<file path="config.mk">
export PLATFORM = sky130hd
export DESIGN_NAME = rf_acc_param
export DESIGN_NICKNAME = d
export VERILOG_FILES = /design/src/rtl/rf_acc_param.sv
export SDC_FILE = /design/constraint.sdc
export NUM_CORES = 1
export LEC_CHECK = 0
export ABC_CLOCK_PERIOD_IN_PS = 3010
export CAP_MARGIN = 25
export CORE_ASPECT_RATIO = 1.2
export CORE_MARGIN = 2
export CORE_UTILIZATION = 25
export CTS_CLUSTER_DIAMETER = 30
export DETAILED_ROUTE_END_ITERATION = 12
export PLACE_DENSITY = 0.42
export SLEW_MARGIN = 20
export SYNTH_ARGS = -nofsm -noshare
export SYNTH_HDL_FRONTEND = slang
export SYNTH_SLANG_ARGS = --single-unit
</file>
<file path="constraint.sdc">
create_clock -name clk -period 3.01 [get_ports clk]
set_input_delay 0.7525 -clock clk [delete_from_list [all_inputs] [get_ports clk]]
set_output_delay 0.7525 -clock clk [all_outputs]
set_load 0.1 [all_outputs]
</file>
<file path="src/rtl/rf_acc_param.sv">
// Parametrised register file with two combinational read ports, write protection,
// an aliased accumulator and a registered illegal-write error pulse. Optional macro: RF_BYPASS_EN.
module rf_acc_param #(
  parameter int               W         = 8,
  parameter int               DEPTH     = 16,
  parameter int               AW        = $clog2(DEPTH),
  parameter logic [DEPTH-1:0] PROT_MASK = 16'hC000,
  parameter int               ACC_IDX   = 15
) (
  input  logic          clk,
  input  logic          reset,
  input  logic          we,
  input  logic [AW-1:0] ptr_w,
  input  logic [W-1:0]  di,
  input  logic [AW-1:0] ptr_a,
  input  logic [AW-1:0] ptr_b,
  output logic [W-1:0]  do_a,
  output logic [W-1:0]  do_b,
  output logic          vld_a,
  output logic          vld_b,
  input  logic          acc_we,
  input  logic          acc_clr,
  input  logic [W-1:0]  acc,
  output logic [W-1:0]  do_acc,
  output logic          wr_err
);

  localparam logic [AW-1:0] ACC_PTR = AW'(ACC_IDX);

  logic [W-1:0]     core [DEPTH];
  logic [DEPTH-1:0] valid;
  logic [W-1:0]     acc_q;
  logic             wr_err_q;
  logic             prot;
  logic             wr_ok;

  assign prot  = PROT_MASK[ptr_w];
  assign wr_ok = we && !prot;

  always_ff @(posedge clk) begin
    if (reset) begin
      for (int i = 0; i < DEPTH; i++) core[i] <= '0;
      valid    <= '0;
      acc_q    <= '0;
      wr_err_q <= 1'b0;
    end else begin
      if (wr_ok) begin
        core[ptr_w]  <= di;
        valid[ptr_w] <= 1'b1;
      end
      wr_err_q <= we && prot;
      if (acc_clr)     acc_q <= '0;
      else if (acc_we) acc_q <= acc;
    end
  end

`ifdef RF_BYPASS_EN
  logic [W-1:0] acc_next;

  always_comb begin
    acc_next = acc_q;
    if (acc_clr)     acc_next = '0;
    else if (acc_we) acc_next = acc;
  end
`endif

  always_comb begin
    do_a  = core[ptr_a];
    vld_a = valid[ptr_a];
    do_b  = core[ptr_b];
    vld_b = valid[ptr_b];
`ifdef RF_BYPASS_EN
    // Write-first forwarding; the accumulator alias forwards its next value instead
    if (ptr_a == ACC_PTR) begin
      do_a  = acc_next;
      vld_a = 1'b1;
    end else if (wr_ok && ptr_a == ptr_w) begin
      do_a  = di;
      vld_a = 1'b1;
    end
    if (ptr_b == ACC_PTR) begin
      do_b  = acc_next;
      vld_b = 1'b1;
    end else if (wr_ok && ptr_b == ptr_w) begin
      do_b  = di;
      vld_b = 1'b1;
    end
`else
    if (ptr_a == ACC_PTR) begin
      do_a  = acc_q;
      vld_a = 1'b1;
    end
    if (ptr_b == ACC_PTR) begin
      do_b  = acc_q;
      vld_b = 1'b1;
    end
`endif
  end

  assign do_acc = acc_q;
  assign wr_err = wr_err_q;

endmodule

</file>
## Word level (Yosys, flattened, before mapping)

Memories as Yosys holds them, arrays and structs flattened.
Index checks and enable logic that the tools add are counted.

- Order comparisons: 4
- Equal/unequal tests: 2
- Multiplexer cells: 19
- Bitwise operators: 1
- Reduce and logical (&&, ||, !) cells: 6

Operators by type and width:

| kind | number |
|---|---|
| 2-to-1 mux 8 bit | 3 |
| bitwise OR 16 bit | 1 |
| < comparator 4 x 5 -> 1 bit, second input constant | 3 |
| 2-to-1 mux 1 bit | 12 |
| binary-select mux 1 bit (select 4 bit) | 2 |
| == test 4 bit, second input constant | 2 |
| OR reduction 8 bit | 1 |
| demux 1 bit (select 4 bit) | 1 |
| greater-or-equal comparator 4 x 1 -> 1 bit, second input constant | 1 |
| 2-to-1 mux 4 bit | 1 |
| logical AND 1 bit | 3 |
| OR reduction 2 bit | 1 |
| zero test 1 bit | 1 |

- Register bits: 25
- RAM bits: 128
- Memory bits (read-only): 16
- Bits of input ports: 33
- Output and inout bits: 27
- Memories: 2

Memories:

| name | depth | bits a word | rd ports | clocked after memory_dff | wr ports | line | RTL |
|---|---|---|---|---|---|---|---|
| core | 16 | 8 | 2 | 0 | 16 | 30 | `logic [W-1:0] core [DEPTH];` |
| (no name shown) | 16 | 1 | 1 | 0 | 0 | 37 | `assign prot = PROT_MASK[ptr_w];` |

## Longest topological paths before layout

- Depth in word-level cells: 9
- Gate-level depth with buffers: 7

## Worst setup path before layout

OpenSTA, ideal clock, no wires.

- Kind: in2out
- From: input port ptr_a[2]
- To: output port do_a[7]
- Arrival time: 3.746 ns
- Data required time: 2.257 ns
- Slack: -1.489 ns
- Stages: 5
- Path buffers: 2
- Path through: buf_2 buf_1 nand4_1 o21ai_0 o32ai_1

- Longest elaborated chain between the ends: 2
- Elaborated cells on any way between the ends: 3
- Classes of those cells: 1 x eq/ne; 1 x mux; 1 x memory

Ends and longest elaborated chain:

| element | line | RTL |
|---|---|---|
| from (decl) | 15 | `input logic [AW-1:0] ptr_a,` |
| memory read (16 x 8 bit) or == test 4 bit (tied branches) | - |  |
| 2-to-1 mux 8 bit * | 89 | `if (ptr_a == ACC_PTR) begin` |
| to (decl) | 17 | `output logic [W-1:0] do_a,` |

Mark *: on every way between the ends. The rest lies on a longest branch, timed or not.

## Worst setup path after layout

- From: input port ptr_a[0]
- To: output port do_a[1]

The elaborated chain is that of the path after synthesis.

==> flow_summary_export.csv <==
group,metric,value,unit
outcome,outcome,"complete, no violations",
floorplanning,start_util,0.252,
worst_setup_path,rrSetupSlack,2230,ps
detailed_routing,drtIter0Drc,343,
power,p_leak,0.00390,µW
floorplanning,io_pins,60,
worst_setup_path,crit_type,"in2out",
detailed_routing,antenna_left,0,
synth,synth.yosys.seq_area_share,0.536,
placed_design,dp.cells,1051,
synth,async_flop_share,0,
global_route,antenna_found_initial,0,
floorplanning,die_area,0.0319,mm²
synth,synth-main-ff-cell,"edfxtp_1",
detailed_routing,first_pass_iters,4,
floorplanning,die_y,195,µm
worst_setup_path,cp-end-kind,"output port",
detailed_routing,vias,5130,
clocking,clk_latency,430,ps
placed_design,dp_hpwl,17900,µm
global_route,grt_pass1_wl,36700,µm
final_layout,stdcell_count,1088,
placed_design,place.gp.congestion,0.801,
final_layout,nNetsFinal,712,
min_path,hold_path_class,"reg2reg",
synth,synth.distinct_cells,41,
synth,syn_inst,549,
clocking,cts_buffers,17,
floorplanning,die_w,163,µm
final_layout,final_area,0.0104,mm²
synth,synth_top_area_share,0.473,
timing,finalSetupViolCount,0,
clocking,cts_max_path_buffers,2,
detailed_routing,post_drt_wl_per_cell,22.7,µm
timing,min_period,3010,ps
power,p_comb_frac,0.199,
min_path,holdPathStages,1,
timing,finalHoldViolCount,0,
synth,yosysTopAreaCell,"edfxtp_1",
power,pwr-share-clk,0.404,
global_route,overflow,0,
global_route,grt_pass1_vias,5475,
synth,synth-seq-cells,144,
timing,grt_setup_unrepaired,"true",
clocking,cts-root-buf,"clkbuf_16",
global_route,grt_max_degree,25,
timing,tightestPinTransition,870,ps
timing,finalClockSkew,0,ps
min_path,holdPathEnd,"valid[9]",
worst_setup_path,cpMostUsedCell,"buf_12",
global_route,track_usage,0.161,
worst_setup_path,rr_worst_depth,2,
worst_setup_path,r2r-start,"do_acc[7]",
clocking,clkSinkCount,144,
placed_design,place_area,0.00956,mm²
min_path,hold_start,"valid[9]",
detailed_routing,routed_wl,24700,µm
worst_setup_path,path_cells,"buf_12 > buf_12 > buf_8 > mux4_2 > mux2i_2 > buf_4 > o22ai_4 > buf_12",
timing,fmax,0.333,GHz
worst_setup_path,crit_slowest_cell,"mux4_2",
power,peakVddDrop,0.407,mV
clocking,cts_tree,"built",
worst_setup_path,arrival,2250,ps
placed_design,io_buffers,59,
floorplanning,rows,70,
final_layout,nFillCells,2952,
final_layout,final_layout_size_suffix_gt1_frac,0.363,
synth,syn-cell-area,0.00761,mm²
power,p_seq_frac,0.396,
run,cap_viol_max_count,0,
floorplanning,core_region_area,0.0302,mm²
power,internal-power,4260,µW
synth,synth-edff-count,120,
synth,syn_area_per_cell,13.9,µm²
timing,final.period_utilization,0.999,
clocking,cts.clk_slew.worst_paths,60,ps
detailed_routing,drc,0,
worst_setup_path,timing.rr.end,"do_acc[7]",
final_layout,syn_to_final_growth,36.8,%
power,p_per_area,564,mW/mm²
worst_setup_path,start_kind,"input pin",
clocking,cts-htree-levels,4,
worst_setup_path,required,2260,ps
timing,max_slew_margin,0.418,
power,switching_power,1610,µW
power,p_sw_frac,0.274,
worst_setup_path,path_max_fanout,7,
synth,synth_area_leaders,"edfxtp_1, mux4_2, and2_1, dfxtp_1, mux2i_1",
timing,slew_viol_final,0,
worst_setup_path,slowest_delay,540,ps
synth,yosysWarnings,0,
final_layout,antenna_cells,0,
detailed_routing,viasPerCell,4.72,
## power by group through the flow
stage / Combinational, µW / Clock (µW) / Sequential (µW)
after CTS: 1180 / 2400 / 2330
after floorplan: 660 / 0 / 2360
after detailed placement: 1150 / 0 / 2370
after global placement: 1150 / 0 / 2370
after global routing: 1230 / 2500 / 2340
final: 1170 / 2370 / 2330
## critical path, delay by kind of cell
kind            cells  cell delay [ps]
compound gates      1               70
buf+inv             5              670
mux                 2              740
## kinds of logic after synthesis
group           Yosys count  synth area share
other cells               1          0.000492
buf+inv                  45            0.0302
simple gates            167             0.132
compound gates           94            0.0772
flops                   144             0.536
mux                      98             0.223
## layout by cell type, fill, tap and decap left out, types with 8 or more instances in the layout
cell type        instances
edfxtp_1               120
buf_4                   82
clkdlybuf4s50_1         25
mux4_2                  57
a21o_1                  15
o21ai_0                 38
and2_1                 113
conb_1                   8
clkbuf_16               19
dfxtp_1                 24
mux2i_1                 31
buf_12                  28
nor2_1                  23
## worst max path at each step
stage              from  cells past startpoint       to
3_5_place_dp   ptr_a[0]                      8  do_a[7]
5_1_grt        ptr_a[0]                      8  do_a[1]
2_1_floorplan  ptr_a[2]                      5  do_a[7]
6_report       ptr_a[0]                      8  do_a[1]
4_1_cts        ptr_a[0]                      8  do_a[1]
3_3_place_gp   ptr_a[0]                      8  do_a[1]
## cell usage after synthesis (all sizes together), types with 2 or more instances
cell type	n
nand3b	3
nor2b	5
o22ai	12
clkbuf	19
o21ai	46
dfxtp	24
mux4	57
a21o	15
o211ai	6
a211oi	2
mux2	6
nand4	2
a21oi	2
a211o	6
edfxtp	120
nand2	2
or2	5
nor2	26
mux2i	35
buf	25
and2	113
nor3	4
o211a	2
nand2b	3
## registers in the layout (all words and copies together) (netlist names)
register	count
do_acc	8
valid	15
wr_err	1
core	120
## per-layer routing
| layer | wire length (µm) | GRT usage | vias up |
|---|---|---|---|
| met5 | 0 | 0 | - |
| met2 | 12500 | 0.272 | 161 |
| met4 | 659 | 0.0577 | 0 |
| met3 | 1100 | 0.0297 | 35 |
| met1 | 10400 | 0.205 | 2573 |
| li1 | - | - | 2361 |
## area by class of cell
type                            count  area, µm²  share of cell area
Timing Repair Buffer              148       1610               0.155
Sequential cell                   144       4080               0.392
Clock inverter                     15        233              0.0223
Multi-Input combinational cell    367       3570               0.342
Clock buffer                       17        425              0.0408
Inverter                            1       3.75            0.000360
Tap cell                          396        495              0.0476
## timing repair
action / 4_1_cts / 5_1_grt
setup endpoints to repair: 18 / 9
resized for setup: 27 / 6
hold endpoints to repair: 0 / 0
buffers inserted: 1 / 2
hold buffers: 0 / 0
pin swaps: 3 / 2
cloned: 1 / 2
## stage by stage
step	setup TNS, ps	util	total power (µW)	setup WS (ps)	hold slack, ps
6_report	0	0.345	5870	3.83	475
5_1_grt	-160	0.345	6070	-45.4	487
4_1_cts	-39.3	0.342	5910	-23.3	476
3_3_place_gp	-3500	0.316	3510	-301	447
3_5_place_dp	-3400	0.316	3520	-302	462
2_1_floorplan	-90.7	-	3030	-80.6	438
(Power assumes the default switching activity.)
